==> src/rtl/gc_config_loader.sv <==
// Configuration loader for the global controller: validates a header/bounds/steps
// word stream into shadow registers and commits them to the initializer outputs at once.
module gc_config_loader #(
  parameter int DIMENSION                = 3,
  parameter int ITERATION_VARIABLE_WIDTH = 16,
  parameter int NUM_OF_IC_SIGNALS        = 3
) (
  input  logic                                          gc_clk,
  input  logic                                          reset_n,
  input  logic                                          conf_en,
  input  logic                                          cfg_clear,
  input  logic                                          cfg_valid,
  input  logic [31:0]                                   cfg_data,
  output logic                                          cfg_ready,
  output logic                                          config_done,
  output logic                                          cfg_error,
  output logic [DIMENSION*ITERATION_VARIABLE_WIDTH-1:0] init_ivar,
  output logic [DIMENSION*ITERATION_VARIABLE_WIDTH-1:0] upper_bound,
  output logic [DIMENSION*ITERATION_VARIABLE_WIDTH-1:0] step,
  output logic [ITERATION_VARIABLE_WIDTH-1:0]           iteration_interval,
  output logic [NUM_OF_IC_SIGNALS-1:0]                  init_ic,
  output logic                                          restart_mode
);

  localparam int W     = ITERATION_VARIABLE_WIDTH;
  localparam int IDX_W = (DIMENSION > 1) ? $clog2(DIMENSION) : 1;
  localparam logic [IDX_W-1:0] LAST_IDX = IDX_W'(DIMENSION - 1);

  typedef enum logic [2:0] {IDLE, HEADER, BOUNDS, STEPS, DONE, ERROR} state_t;

  state_t                         state;
  logic [IDX_W-1:0]               idx;
  logic [W-1:0]                   sh_interval;
  logic [NUM_OF_IC_SIGNALS-1:0]   sh_ic;
  logic                           sh_restart;
  logic [W-1:0]                   sh_lower [DIMENSION];
  logic [W-1:0]                   sh_upper [DIMENSION];
  logic signed [W-1:0]            sh_step  [DIMENSION];

  logic                           accept;
  logic                           header_ok;
  logic [W-1:0]                   f_lower;
  logic [W-1:0]                   f_upper;
  logic [W-1:0]                   f_interval;
  logic signed [W-1:0]            f_step;
  logic                           unused_bits;

  assign cfg_ready  = conf_en & ((state == HEADER) | (state == BOUNDS) | (state == STEPS));
  assign accept     = cfg_valid & cfg_ready;
  assign f_lower    = W'(cfg_data[15:0]);
  assign f_upper    = W'(cfg_data[31:16]);
  assign f_interval = W'(cfg_data[23:8]);
  assign f_step     = W'($signed(cfg_data[15:0]));
  assign header_ok  = (cfg_data[31:24] == 8'hA5) && (cfg_data[23:8] != 16'd0);
  assign unused_bits = ^cfg_data;

  // Dimension 0 sits in the most significant slice of each packed output.
  always_ff @(posedge gc_clk or negedge reset_n) begin
    if (!reset_n) begin
      state              <= IDLE;
      idx                <= '0;
      config_done        <= 1'b0;
      cfg_error          <= 1'b0;
      sh_interval        <= '0;
      sh_ic              <= '0;
      sh_restart         <= 1'b0;
      init_ivar          <= '0;
      upper_bound        <= '0;
      step               <= '0;
      iteration_interval <= '0;
      init_ic            <= '0;
      restart_mode       <= 1'b0;
      for (int d = 0; d < DIMENSION; d++) begin
        sh_lower[d] <= '0;
        sh_upper[d] <= '0;
        sh_step[d]  <= '0;
      end
    end else if (cfg_clear) begin
      state       <= conf_en ? HEADER : IDLE;
      idx         <= '0;
      config_done <= 1'b0;
      cfg_error   <= 1'b0;
    end else begin
      case (state)
        IDLE: if (conf_en) state <= HEADER;
        HEADER, BOUNDS, STEPS: begin
          if (!conf_en) begin
            // Losing enable mid-load abandons the partial stream silently.
            state       <= IDLE;
            idx         <= '0;
            sh_interval <= '0;
            sh_ic       <= '0;
            sh_restart  <= 1'b0;
            for (int d = 0; d < DIMENSION; d++) begin
              sh_lower[d] <= '0;
              sh_upper[d] <= '0;
              sh_step[d]  <= '0;
            end
          end else if (accept) begin
            if (state == HEADER) begin
              if (!header_ok) begin
                state     <= ERROR;
                cfg_error <= 1'b1;
              end else begin
                sh_interval <= f_interval;
                sh_ic       <= cfg_data[4 +: NUM_OF_IC_SIGNALS];
                sh_restart  <= cfg_data[0];
                idx         <= '0;
                state       <= BOUNDS;
              end
            end else if (state == BOUNDS) begin
              sh_lower[idx] <= f_lower;
              sh_upper[idx] <= f_upper;
              if (idx == LAST_IDX) begin
                idx   <= '0;
                state <= STEPS;
              end else begin
                idx <= idx + 1'b1;
              end
            end else if (cfg_data[15:0] == 16'd0) begin
              state     <= ERROR;
              cfg_error <= 1'b1;
            end else begin
              sh_step[idx] <= f_step;
              if (idx == LAST_IDX) begin
                // Atomic commit; the last step bypasses its shadow slot.
                for (int d = 0; d < DIMENSION; d++) begin
                  init_ivar[(DIMENSION-1-d)*W +: W]   <= sh_lower[d];
                  upper_bound[(DIMENSION-1-d)*W +: W] <= sh_upper[d];
                  step[(DIMENSION-1-d)*W +: W]        <= (d == DIMENSION - 1) ? f_step : sh_step[d];
                end
                iteration_interval <= sh_interval;
                init_ic            <= sh_ic;
                restart_mode       <= sh_restart;
                config_done        <= 1'b1;
                state              <= DONE;
              end else begin
                idx <= idx + 1'b1;
              end
            end
          end
        end
        DONE:    state <= DONE;
        ERROR:   state <= ERROR;
        default: state <= IDLE;
      endcase
    end
  end

endmodule

==> config.mk <==
export PLATFORM = sky130hd
export DESIGN_NAME = gc_config_loader
export DESIGN_NICKNAME = d
export VERILOG_FILES = /design/src/rtl/gc_config_loader.sv
export SDC_FILE = /design/constraint.sdc
export NUM_CORES = 1
export LEC_CHECK = 0
export BUFFER_PORTS_ARGS = -buffer_cell sky130_fd_sc_hd__buf_2
export CAP_MARGIN = 5
export CORE_UTILIZATION = 40
export CTS_BUF_LIST = sky130_fd_sc_hd__clkbuf_2
export DETAILED_ROUTE_END_ITERATION = 10
export GPL_TIMING_DRIVEN = 0
export PLACE_DENSITY = 0.7
export SYNTH_ARGS = -nofsm -noshare
export SYNTH_HDL_FRONTEND = slang
export SYNTH_SLANG_ARGS = --single-unit
==> constraint.sdc <==
create_clock -name gc_clk -period 5.5 [get_ports gc_clk]
set_input_delay 0.55 -clock gc_clk [delete_from_list [all_inputs] [get_ports gc_clk]]
set_output_delay 0.55 -clock gc_clk [all_outputs]
set_load 0.01 [all_outputs]
======== Word level (Yosys, flattened, before mapping) ========
Index checks and enable logic that the tools add are counted.
storage, ports and cells
  memories kept ........................... 0
  word-level logic and storage cells ...... 148
  bits in registers ....................... 335
  input port bits ......................... 37
  bits in read-only memories .............. 0
  bits in writable memories ............... 0
  output and inout bits ................... 167
  latch bits .............................. 0
operators by class
  magnitude comparators ................... 2
  reductions and logical operators ........ 19
  bitwise gates (word level) .............. 9
  shifts and indexed selects .............. 0
  multiply operators ...................... 0
  divide/modulo/power cells ............... 0
  multiplexer cells ....................... 68
  eq/ne operators ......................... 27
  add/sub/neg operators ................... 1
operators by type and width
  cell                                                                    number
  48-bit two-way mux                                                      13
  48-bit bitwise mux                                                      3
  16-bit two-way mux                                                      5
  3-bit two-way mux                                                       14
  16-bit demux with 2-bit select                                          1
  1-bit two-way mux                                                       21
  2-bit two-way mux                                                       10
  16-bit zero test                                                        1
  16-bit nonzero test                                                     1
  5-bit AND reduction                                                     3
  2-bit != test (second input constant)                                   6
  6-bit != test (second input constant)                                   2
  3-bit one-hot mux with 4 select lines                                   1
  6-bit AND reduction                                                     2
  5-bit != test (second input constant)                                   2
  3-bit != test (second input constant)                                   3
  8-bit equality test (second input constant)                             1
  2-bit by 1-bit != test with 1-bit output (second input constant)        4
  4-bit != test (second input constant)                                   2
  8-bit AND reduction                                                     1
  2-bit nonzero test                                                      4
  7-bit AND reduction                                                     1
  3-bit by 2-bit equality test with 1-bit output (second input constant)  2
  3-bit equality test (second input constant)                             2
  other kinds (15)                                                        21

======== Depth between registers and ports, before layout ========
  depth in word-level cells ............... 11
  mapped depth ............................ 8
  mapped depth without buffers ............ 5

======== Least setup slack after synthesis ========
Ideal clock, no wire load.
  path kind ............................... in2reg
  start ................................... in cfg_data[14]
  end ..................................... reg init_ic[0]
  data arrival time ....................... 1946 ps
  setup slack ............................. 3429 ps
  data required time ...................... 5375 ps
  library setup time ...................... 125 ps
  stages on the path ...................... 8
  buffers on the path ..................... 3
  path through ............................ buf_2 > nor4_4 > nand4_2 > nand2_1 > nor3_2 > buf_6 > buf_6 > mux2_4
between the ends
  word-level cells in the longest chain between the ends .. 3
RTL lines
  item                                  line  RTL
  start, declared                       13    input logic [31:0] cfg_data,
  16-bit zero test                      120   end else if (cfg_data[15:0] == 16'd0) begin
  1-bit NOT (no source line)            --
  8-bit AND reduction (no source line)  --
  end signal, assigned                  133   init_ic <= sh_ic;
  end, declared                         21    output logic [NUM_OF_IC_SIGNALS-1:0] init_ic,
No other way between the ends.
A chain may end at the register's enable or synchronous reset.

======== Worst setup path in the final report ========
  start ................................... in cfg_clear
  end ..................................... reg sh_lower[42] (netlist name)
between the ends
  word-level cells in the longest chain between the ends .. 2
RTL lines
  item                                  line  RTL
  start, declared                       11    input logic cfg_clear,
  1-bit NOT (no source line)            --
  5-bit AND reduction (no source line)  --
  end signal, assigned by index         112   sh_lower[idx] <= f_lower;
  end, declared                         36    logic [W-1:0] sh_lower [DIMENSION];
No other way between the ends.

==> metrics.md <==
| Metric | Value |
|---|---|
| Status | `completed` |
| Share of cells above drive strength 1 | `32.8%` |
| Final Instance Area | `16000 sq um` |
| Static leakage | `between 8 and 9 nW` |
| Setup TNS Final | `0 ns` |
| Post-Place Cells | `around 1.7k` |
| Slew HR | `39.7%` |
| Post-synth ARST share | `100%` |
| Main synth FF type | `dfrtp_1` |
| Worst Hold Path EP | `sh_interval[14]$_DFFE_PN0P_` |
| Least-Margin Pin Slew | `0.897 ns` |
| Final non-filler cell total | `approximately 1.9k` |
| RSZ-0062 raised after global routing | `no` |
| Vias/cell | `approximately 5.4` |
| Largest net degree at the start of global routing | `120` |
| Total wire length | `~37000 um` |
| Post-DRT Antenna Nets | `0` |
| Simple-gate share of the synthesized area | `around 7.1%` |
| Adder-Cell Fraction of Synth Area | `0%` |
| Distinct cells, synth | `45` |
| DRT iter0 DRCs | `875` |
| Crit path arrival time | `3.34 ns` |
| DRT Pass-1 Iters | `5` |
| Final Skew | `0.0674 ns` |
| Met3 wire length | `2720 um` |
| Clock sink total | `319` |
| Dpl hpwl | `roughly 25000 um` |
| Core area | `33400 sq um` |
| Fillers | `3029` |
| Max Fclk | `386 MHz` |
| Hold path start | `cfg_data[22]` |
| Final Util | `47.8%` |
| Post-Synthesis Cells | `between 1k and 1.5k` |
| Max VDD drop | `0.000177 V` |
| PD cells | `approximately 350 nW/um^2` |
| Met1 Wirelength | `16400 um` |
| Sequential share of the synthesized area | `58.8%` |
| Number of synthesized register bits | `319` |
| Largest family of logic cells by synthesized area | `multiplexers` |
| R2R cell count | `6` |
| Mapped Avg Cell Area | `12.8 sq um` |
| Drt drc | `0` |
| Total power | `5.65 mW` |
| Reg clk slew, reported paths | `roughly 0.090 ns` |
| Initial cell density of the core | `40.6%` |
| Multiplexer area fraction after synthesis | `16.5%` |
| Number of global-route vias before repair | `a little under 10k` |
| Setup crit start kind | `input pin` |
| Crit share post-route | `~47%` |
| First-pass GRT wire length | `57500 um` |
| Hold Path Class | `in2reg` |
| Root Buffer | `clkbuf_2` |
| Total global-route track usage | `21.9%` |
| XOR/XNOR Fraction of Synth Area | `0.0645%` |
| Hold Crit Depth | `3` |
| Syn nets | `between 1k and 1.5k` |
| Compound-gate portion of the synthesized area | `13.7%` |
| EDFF count, synth | `0` |
| Final Wtd Congestion | `0.865` |
| Top sig layer | `met5` |
| Worst Path Required | `6.25 ns` |
| Input/output buffers | `191` |
| CP endpoint kind | `flop` |
| Max Slew Vio Count | `0` |
| I/O pin count | `204` |
| Crit path time final | `2.59 ns` |
| RR Endpoint | `sh_lower[42]$_DFFE_PN0P_` |
| CP Class | `in2reg` |
| Area Overhead vs Synth | `17.7%` |
| Met2 wire len | `17100 um` |
| DR vias | `9989` |
| Total grt overflow | `0` |
| Post-detailed-placement cell area | `about 15000 sq um` |
| Yosys warnings | `0` |
| Row cnt | `67` |
| Die H | `about 190 um` |
| Die W | `~190 um` |
| H-tree lvl count | `3` |
| Die Footprint | `34700 sq um` |
| Reg2reg start | `idx[1]$_DFFE_PN0P_` |
| Worst-path fanout max | `10` |
| Net count, final | `1392` |
| Deepest clock path buffer count | `3` |
| Final hold violation count | `0` |
| Max_cap viols | `0` |
| Netlist Area Pre-Place | `approximately 14000 sq um` |
| Initial antenna violation count | `4` |
| Num CTS Buffers | `83` |
| R2R setup slack | `2.92 ns` |
| Clk_lat worst skew | `0.86 ns` |
| Final setup vio count | `0` |
| Wire per inst | `20.0 um` |
| CTS tree | `yes` |
report_power, final:
part / leakage (nW) / switching [mW] / internal (mW)
registers: 4.07 / 0.334 / 2.75
logic: 3.73 / 0.627 / 0.461
clock network: 0.507 / 0.941 / 0.534
per-stage QoR:
step           hold WS, ns  setup slack [ns]
5_1_grt           0.000572              2.68
3_3_place_gp         0.464             -2.04
6_report             0.123              2.91
4_1_cts           0.000820              2.87
2_1_floorplan        0.254              3.43
3_5_place_dp         0.469              2.37
worst max-delay path: stages:
cell,delay (ns)
dlygate4sd3_1,0.57
buf_2,0.19
nor2_1,0.25
o221ai_2,0.32
nor2_1,0.68
clkbuf_1,0.47
a22oi_1,0.15
o21ai_1,0.17
per-layer routing:
| metal | vias to the layer above | track usage, % |
|---|---|---|
| li1 | 4463 | - |
| met1 | 5027 | 30.2 |
| met2 | 416 | 33.2 |
| met3 | 79 | 5.43 |
| met4 | 4 | 8.39 |
| met5 | - | 0 |
how the worst max path moves through the flow:
| stage | end | start | slack [ns] |
|---|---|---|---|
| floorplan | init_ic[0]$_DFFE_PN0P_ | cfg_data[14] | 3.43 |
| CTS | cfg_ready | state[0]$_DFFE_PN0P_ | 2.87 |
| global route | cfg_ready | state[2]$_DFFE_PN0P_ | 2.68 |
| finish | sh_lower[42]$_DFFE_PN0P_ | cfg_clear | 2.91 |
| detailed placement | sh_upper[46]$_DFFE_PN0P_ | conf_en | 2.37 |
| global placement | upper_bound[37]$_DFFE_PN0P_ | reset_n | -2.04 |
cells by family (layout without fill, tap and decap cells):
group,Yosys count,after routing
and+or+nand+nor,210,210
muxes,166,166
AOI/OAI and AO/OA,269,269
DFF,319,319
other,0,2
buffers and inverters,96,442
xor gates and xnor gates,1,1
final cells by class:
cell class | instances | area, sq um | share of cell area [%]
timing repair buffer | 209 | 1180 | 7.40
antenna | 2 | 5.00 | 0.0313
buffer | 93 | 507 | 3.17
clock buffer | 109 | 546 | 3.42
inverter | 3 | 11.3 | 0.0705
tap | 448 | 561 | 3.51
multi-input combinational | 646 | 5070 | 31.8
clock inverter | 28 | 108 | 0.674
sequential | 319 | 7980 | 50.0
sequential cells by signal (all words and copies together) (netlist names), 16 cells and up:
register            cells
upper_bound            48
sh_step                32
sh_interval            16
init_ivar              48
step                   48
sh_lower               48
sh_upper               48
iteration_interval     16
synth_stat cells, types with 3 or more instances:
cell type | count | area, sq um
dfrtp_1 | 319 | 7980
nand2_1 | 141 | 529
mux2_4 | 100 | 1500
a22oi_1 | 96 | 721
o21ai_1 | 93 | 465
mux2_1 | 65 | 732
clkbuf_1 | 44 | 165
a22o_1 | 34 | 298
nand3_1 | 23 | 115
buf_2 | 22 | 110
o311ai_1 | 18 | 158
buf_6 | 17 | 191
nor2_1 | 15 | 56.3
buf_1 | 8 | 30.0
nand2b_1 | 8 | 50.1
o21ai_0 | 6 | 30.0
a211oi_1 | 4 | 30.0
nor4_1 | 4 | 25.0
a21oi_1 | 3 | 15.0
nor2b_1 | 3 | 18.8
nor4_2 | 3 | 37.5
placed cells by master, fill, tap and decap left out, types with 4 or more instances in the layout:
cell           count
a211oi_1           4
dfrtp_1          319
nand3_1           23
buf_6             17
nand2_1          141
a22o_1            34
nand2b_1           8
clkbuf_1          44
clkinv_1          24
mux2_4           100
o21ai_0            6
buf_1              8
nor4_1             4
a22oi_1           96
dlygate4sd3_1     16
o311ai_1          18
buf_2            212
nor2_1            15
clkbuf_2         111
mux2_1            65
o21ai_1           93
repair_timing:
item	in CTS	in global routing
setup buffers	0	0
resized for setup	0	0
hold buffers	6	10
hold endpoints to repair	108	16
Note: power is estimated with default switching activity, not from simulation.
